[src/rtl/align_lane_scheduler.sv]
// rtl/align_lane_scheduler.sv - Group scheduler: word load, lane sel window, settle and lock-step drain
module align_lane_scheduler #(
   parameter int N_LANES       = 4,
   parameter int W             = 32,
   parameter int SEL_CYCLES    = 7,
   parameter int SETTLE_CYCLES = 3,
   parameter int STALL_MAX     = 15
) (
   input  logic                 clk,
   input  logic                 resetn,
   input  logic                 in_valid,
   output logic                 in_ready,
   input  logic [W-1:0]         in_data,
   input  logic                 in_last,
   output logic [N_LANES-1:0]   lane_sel,
   output logic [N_LANES*W-1:0] lane_data,
   input  logic [N_LANES-1:0]   lane_full,
   input  logic [N_LANES-1:0]   lane_empty,
   output logic                 global_re,
   output logic                 out_valid,
   output logic                 group_done,
   output logic                 err_overflow,
   output logic                 err_timeout
);

   localparam int WCW    = $clog2(N_LANES + 1);
   localparam int PH_MAX = (SEL_CYCLES > SETTLE_CYCLES) ? SEL_CYCLES : SETTLE_CYCLES;
   localparam int PCW    = $clog2(PH_MAX + 1);
   localparam int SCW    = $clog2(STALL_MAX + 1);

   localparam logic [WCW-1:0] WC_LAST     = WCW'(N_LANES - 1);
   localparam logic [PCW-1:0] PH_SEL_LAST = PCW'(SEL_CYCLES - 1);
   localparam logic [PCW-1:0] PH_SET_LAST = PCW'(SETTLE_CYCLES - 1);
   localparam logic [SCW-1:0] ST_LAST     = SCW'(STALL_MAX - 1);

   typedef enum logic [1:0] {S_LOAD, S_ARM, S_SETTLE, S_DRAIN} state_t;

   state_t                 state_q, state_d;
   logic [WCW-1:0]         wcnt_q, wcnt_d;
   logic                   locked_q, locked_d;
   logic [N_LANES*W-1:0]   data_q, data_d;
   logic [PCW-1:0]         phase_q, phase_d;
   logic [SCW-1:0]         stall_q, stall_d;
   logic                   in_ready_q, in_ready_d;
   logic                   out_valid_q;
   logic                   done_q, done_d;
   logic                   ovf_q, ovf_d;
   logic                   tmo_q, tmo_d;
   logic                   re;

   // Next-state logic: load words, run the sel window, settle, then drain with stall watchdog
   always_comb begin
      state_d  = state_q;
      wcnt_d   = wcnt_q;
      locked_d = locked_q;
      data_d   = data_q;
      phase_d  = phase_q;
      stall_d  = stall_q;
      ovf_d    = ovf_q;
      tmo_d    = tmo_q;
      done_d   = 1'b0;
      re       = 1'b0;
      unique case (state_q)
         S_LOAD: begin
            if (in_valid && in_ready_q) begin
               for (int i = 0; i < N_LANES; i++) begin
                  if (int'(wcnt_q) == i) data_d[i*W +: W] = in_data;
               end
               wcnt_d = wcnt_q + 1'b1;
               if (wcnt_q == WC_LAST || in_last) locked_d = 1'b1;
            end
            // The lock takes effect one cycle before ARM so lanes are always checked empty first
            if (locked_q && (&lane_empty)) begin
               state_d = S_ARM;
               phase_d = '0;
            end
         end
         S_ARM: begin
            if (|lane_full) ovf_d = 1'b1;
            if (phase_q == PH_SEL_LAST) begin
               state_d = S_SETTLE;
               phase_d = '0;
            end else begin
               phase_d = phase_q + 1'b1;
            end
         end
         S_SETTLE: begin
            if (phase_q == PH_SET_LAST) begin
               state_d = S_DRAIN;
               phase_d = '0;
               stall_d = '0;
            end else begin
               phase_d = phase_q + 1'b1;
            end
         end
         S_DRAIN: begin
            if (&(~lane_empty)) begin
               re      = 1'b1;
               stall_d = '0;
               if (phase_q == PH_SEL_LAST) begin
                  done_d  = 1'b1;
                  state_d = S_LOAD;
               end else begin
                  phase_d = phase_q + 1'b1;
               end
            end else if (stall_q == ST_LAST) begin
               tmo_d   = 1'b1;
               state_d = S_LOAD;
            end else begin
               stall_d = stall_q + 1'b1;
            end
            // Leaving DRAIN (normal or abort) releases the group for the next load
            if (state_d == S_LOAD) begin
               wcnt_d   = '0;
               locked_d = 1'b0;
               data_d   = '0;
               phase_d  = '0;
               stall_d  = '0;
            end
         end
         default: state_d = S_LOAD;
      endcase
      in_ready_d = (state_d == S_LOAD) && !locked_d;
   end

   // State and datapath registers; out_valid mirrors the one-cycle FIFO read latency
   always_ff @(posedge clk or negedge resetn) begin
      if (!resetn) begin
         state_q     <= S_LOAD;
         wcnt_q      <= '0;
         locked_q    <= 1'b0;
         data_q      <= '0;
         phase_q     <= '0;
         stall_q     <= '0;
         in_ready_q  <= 1'b0;
         out_valid_q <= 1'b0;
         done_q      <= 1'b0;
         ovf_q       <= 1'b0;
         tmo_q       <= 1'b0;
      end else begin
         state_q     <= state_d;
         wcnt_q      <= wcnt_d;
         locked_q    <= locked_d;
         data_q      <= data_d;
         phase_q     <= phase_d;
         stall_q     <= stall_d;
         in_ready_q  <= in_ready_d;
         out_valid_q <= re;
         done_q      <= done_d;
         ovf_q       <= ovf_d;
         tmo_q       <= tmo_d;
      end
   end

   assign in_ready     = in_ready_q;
   assign lane_sel     = {N_LANES{state_q == S_ARM}};
   assign lane_data    = data_q;
   assign global_re    = re;
   assign out_valid    = out_valid_q;
   assign group_done   = done_q;
   assign err_overflow = ovf_q;
   assign err_timeout  = tmo_q;

endmodule

[config.mk]
export PLATFORM = sky130hd
export DESIGN_NAME = align_lane_scheduler
export DESIGN_NICKNAME = d
export VERILOG_FILES = /design/src/rtl/align_lane_scheduler.sv
export SDC_FILE = /design/constraint.sdc
export NUM_CORES = 1
export LEC_CHECK = 0
export BUFFER_PORTS_ARGS = -buffer_cell sky130_fd_sc_hd__buf_4
export CAP_MARGIN = 40
export CORE_UTILIZATION = 45
export CTS_CLUSTER_SIZE = 25
export DETAILED_ROUTE_END_ITERATION = 10
export GPL_TIMING_DRIVEN = 0
export PLACE_DENSITY = 0.72
export SYNTH_ARGS = -nofsm -noshare
export SYNTH_HDL_FRONTEND = slang
export SYNTH_SLANG_ARGS = --single-unit
[constraint.sdc]
create_clock -name clk -period 3.8 [get_ports clk]
set_clock_uncertainty 0.15 [all_clocks]
set_input_delay 0.38 -clock clk [delete_from_list [all_inputs] [get_ports clk]]
set_output_delay 0.38 -clock clk [all_outputs]
set_load 0.05 [all_outputs]
==> results of run 1 <==
## worst paths after layout
kind	start	endpoint	slack, ns	cells after the start
worst max-delay path	state_q[0]	lane_data[53]	1.28	7
worst min-delay path	lane_full[2]	err_overflow	0.03	3
worst max register to register	state_q[0]	lane_data[53]	1.28	7
worst min register to register	err_overflow	err_overflow	0.32	1
max in group asynchronous	resetn	phase_q[2]	2.33	3
min in group asynchronous	resetn	lane_data[70]	0.39	2
## stage by stage
stage	hold slack (ns)	cell area, µm²
2_1_floorplan	-0.0656	5890
3_3_place_gp	0.307	7460
3_5_place_dp	0.280	7500
4_1_cts	0.0192	8170
5_1_grt	0.0373	8170
6_report	0.0341	8170
## area by class of cell
cell class	count	area [µm²]	share of cell area
sequential	146	3650	0.447
multi-input combinational	384	2030	0.248
timing repair buffer	183	1400	0.171
clock buffer	25	526	0.0643
tap	172	215	0.0263
buffer	32	159	0.0194
clock inverter	7	143	0.0174
inverter	14	52.6	0.00643
## registers in the layout (all words and copies together), names as in the netlist
name and cells:
err_overflow 1, err_timeout 1, group_done 1, in_ready 1, lane_data 128, locked_q 1, out_valid 1, phase_q 3
stall_q 4, state_q 2, wcnt_q 3
## timing repair
| action | CTS | global route |
|---|---|---|
| hold buffers | 1 | 0 |
| gates resized for setup | 0 | 0 |
| endpoints found under the hold margin | 72 | 0 |
## synth_stat cells (2+ instances only)
cell        n
nand2_1   169
dfrtp_1   146
o21ai_0   126
buf_2      17
ha_1       14
inv_1      13
o21ai_1    11
clkbuf_1    7
o31ai_1     7
nor2_1      6
clkbuf_2    5
nand3_1     5
a21o_1      4
nand2b_1    4
nor3_1      4
o211ai_4    4
buf_4       3
mux2i_1     3
a22o_1      2
and3_1      2
nor2b_1     2
o21a_1      2
or3_1       2
## metal layers
layer  vias up  routed length [µm]  global-route usage
li1       2347                   -                   -
met1      2450                7000               0.321
met2       179                7770               0.407
met3        26                1020              0.0514
met4         0                 315               0.103
met5         -                   0                   0
## cells by family after synthesis
| family | Yosys count | synth area share |
|---|---|---|
| multiplexers | 4 | 0.00892 |
| buffers and inverters | 46 | 0.0359 |
| flip-flops | 146 | 0.620 |
| adder cells (fa/ha/maj) | 14 | 0.0297 |
| AND/OR/NAND/NOR | 198 | 0.138 |
| AO/OA/AOI/OAI | 168 | 0.167 |
## worst max-delay path, stage by stage, from the launching register on
cell and delay, ns:
dfrtp_1 0.46, inv_1 0.16, ha_1 0.18, clkbuf_1 0.39, o31ai_1 0.22, o211ai_4 0.22
clkbuf_1 0.43, o21ai_0 0.17
==> impl_metrics.yaml, run 1 <==
outcome:
  status: "complete, no violations"
cts:
  cts.clk_slew.worst_paths_ns: 0.06
  clock_sinks: 146
  cts-root-buf: "clkbuf_16"
  htree_levels: 4
  cts_tree: "done"
  insertion_delay_ns: 0.42
  post-cts-setup-buffer-count: 0
  cts_made_buffers: 17
  cts_buffer_depth: 2
sta:
  min_period_ns: 2.52
  setup_viol: 0
  tns_ns: 0
  slew_violations: 0
  hold_viol: 0
  worstMarginPinSlew_ns: 0.695
  period_share: 0.664
  clock.fmax_ghz: 0.397
  setup_ws_ns: 1.28
  max_slew_margin: 0.537
  rsz0062_at_grt: "no"
critical_path:
  crit_type: "reg2reg"
  cp.required_ns: 3.92
  startpoint_type: "flop"
  endpoint_kind: "flop"
  arrival_ns: 2.64
  path_max_fanout: 10
synth:
  synth_area_per_cell_um2: 10.2
  syn_nets: 634
  synth.distinct_cells: 41
  synth_top_area_cell: "dfrtp_1"
  netlist_top_cells_area: "dfrtp_1 62%, nand2_1 11%, o21ai_0 11%"
  yosys_warnings: 0
  synth_ff_type: "dfrtp_1"
  syn_inst: 576
  synth_edf_count: 0
  synth.yosys.seq_area_share: 0.620
  ys_seq_elements: 146
  synth_top_area_frac: 0.620
  ys_async_sr_fraction: 1.00
  synth.cell_area_mm2: 0.00589
drt:
  viasPerCell: 5.19
  drc: 0
  drt_iter0_markers: 309
  firstDrtPassIters: 5
  antenna_left: 0
  wl_mm: 16.1
  vias: 5002
  routedWlPerCell_um: 16.7
layout:
  post-route-util: 0.645
  area_growth_pct: 38.8
  diodes: 0
  nFillCells: 1036
  instances_no_fill: 963
  final_net_count: 836
  drive_above_1_share: 0.314
  final_common_cell: "buf_4"
  final_cell_mix: "183 x buf_4, 169 x nand2_1, 146 x dfrtp_1"
grt:
  grt_pass1_vias: 4839
  grt_max_degree: 75
  overflow: 0
  grt_pass1_wl_mm: 24.9
  track_usage: 0.248
  grt_antenna_before_repair: 0
run:
  cap_viol_max_count: 0
die:
  die_h_um: 116
  dieArea_mm2: 0.0136
  rows: 41
  fp.coreArea_mm2: 0.0127
  start_util: 0.465
  die_w_um: 116
  ios: 182
hold_path:
  hp-class: "in2reg"
placement:
  place_congestion: 0.799
  dpl.hpwl_mm: 11.6
  dp_slack_ns: 1.27
  place_inst: 930
  portBuffers: 181
Power of run 1 is not shown: default switching activity piles up to over one toggle a cycle in this logic, so the estimate is an artifact.
==> run 2: changes to the inputs <==
- clock period: 3.8 -> 2.4 ns (I/O delays scaled with it)
==> run 2 against run 1 <==
Effect of this change: routed wire length is 1.4% higher; final cell count is 0.73% higher; register-to-register slack worse by 1.1 ns; via count is 0.60% higher; setup slack worse by 1.1 ns; sequential cell count stayed put; clock-buffer cell count stayed put; fmax is 13% higher; cell area is 0.99% higher; global-route usage is 0.11 points higher; non-clock buffer count is 7 higher; utilization is 0.64 points higher; critical path type unchanged; highest routed layer unchanged.
==> impl_metrics.yaml, run 2 (synthesis gave the netlist of run 1 again) <==
critical_path:
  path_buf_inv: 3
  cp.required_ns: 2.54
  critPathMaxStageDelay_ns: 0.39
  critPathTopFamily: "buffers and inverters"
  path_max_fanout: 10
  endpoint_kind: "flop"
  startpoint_type: "flop"
  crit_type: "reg2reg"
  arrival_ns: 2.38
  worstPathCellList: "inv_1 -> ha_1 -> nand2_1 -> mux2i_4 -> buf_12 -> o211ai_4 -> clkbuf_2 -> o21ai_0"
  crit_slowest_cell: "dfrtp_1"
drt:
  antenna_left: 0
  vias: 5032
  firstDrtPassIters: 5
  drc: 0
  drt_iter0_markers: 319
  routedWlPerCell_um: 16.8
  viasPerCell: 5.19
  wl_mm: 16.3
sta:
  period_share: 0.933
  clock.fmax_ghz: 0.446
  hold_viol: 0
  slew_violations: 0
  max_slew_margin: 0.549
  setup_viol: 0
  min_period_ns: 2.24
  worstMarginPinSlew_ns: 0.677
die:
  fp.coreArea_mm2: 0.0127
  dieArea_mm2: 0.0136
  die_h_um: 116
  die_w_um: 116
  rows: 41
  ios: 182
  start_util: 0.465
placement:
  placed_area_mm2: 0.00750
  dpl.hpwl_mm: 11.6
  portBuffers: 181
  place_congestion: 0.799
layout:
  diodes: 0
  final_common_cell: "buf_4"
  fin_area_mm2: 0.00826
  final_net_count: 843
  final_cell_mix: "184 x buf_4, 169 x nand2_1, 146 x dfrtp_1"
  area_growth_pct: 40.1
  drive_above_1_share: 0.317
  largest_reg_flops: 128
  nFillCells: 1019
outcome:
  status: "complete, no violations"
run:
  cap_viol_max_count: 0
grt:
  overflow: 0
  grt_pass1_wl_mm: 25.0
  grt_max_degree: 75
  grt_antenna_before_repair: 0
  track_usage: 0.249
  grt_pass1_vias: 4876
cts:
  cts.clk_slew.worst_paths_ns: 0.06
  htree_levels: 4
  cts_made_buffers: 17
  clock_sinks: 146
  cts_buffer_depth: 2
  cts-root-buf: "clkbuf_16"
  cts_tree: "done"
  insertion_delay_ns: 0.42
hold_path:
  hp-class: "in2reg"
[run 2: cell count changes in the layout (fill, tap and decap cells not counted), sizes merged]
cell and delta:
dlygate4sd3 +5, buf +2
[run 2: final cells by class]
class	count	area [µm²]	share of cell area
buffer	32	163	0.0197
tap	172	215	0.0261
inverter	14	52.6	0.00637
sequential	146	3650	0.443
timing repair buffer	190	1480	0.179
clock buffer	25	526	0.0637
clock inverter	7	143	0.0173
multi-input combinational	384	2030	0.245
[run 2: worst paths after layout]
path                         startpoint             to  slack [ns]  cells past startpoint
hold reg to reg            err_overflow   err_overflow        0.32                      1
min in group asynchronous        resetn  lane_data[70]        0.25                      2
setup / recovery             phase_q[0]  lane_data[26]        0.16                      8
max in group asynchronous        resetn     phase_q[2]        1.07                      3
setup reg to reg             phase_q[0]  lane_data[26]        0.16                      8
hold / removal              in_data[14]  lane_data[14]       0.007                      3
[run 2: worst min-delay path, cell delays in order]
cell and delay [ns]:
buf_4 0.11, nand2_1 0.10, o21ai_0 0.08
[run 2: layer usage]
layer	track usage	wire length, µm	part of all wire	up-vias
li1	-	-	-	2364
met1	0.321	7020	0.43	2461
met2	0.410	7920	0.49	181
met3	0.0514	1070	0.065	26
met4	0.103	316	0.019	0
met5	0	0	0	-
[run 2: through the flow]
| step | util | std cells | hold WS [ns] | setup TNS, ns | setup slack (ns) |
|---|---|---|---|---|---|
| 3_5_place_dp | 0.592 | 930 | 0.140 | -0.778 | -0.0866 |
| 6_report | 0.652 | 970 | 0.00720 | 0 | 0.160 |
| 4_1_cts | 0.649 | 968 | 0.000280 | 0 | 0.0534 |
| 5_1_grt | 0.652 | 970 | 0.0207 | -0.00723 | -0.00723 |
| 3_3_place_gp | 0.589 | 929 | 0.307 | -0.00749 | -0.00270 |
| 2_1_floorplan | - | 576 | -0.206 | 0 | 0.163 |
[run 2: timing repair]
action,CTS,global route
endpoints found under the setup margin,20,107
hold endpoints to repair,77,0
hold buffers,6,0
gates resized for setup,2,2
buffers inserted,0,2
cloned,0,0
Power of run 2 is left out for the same reason.
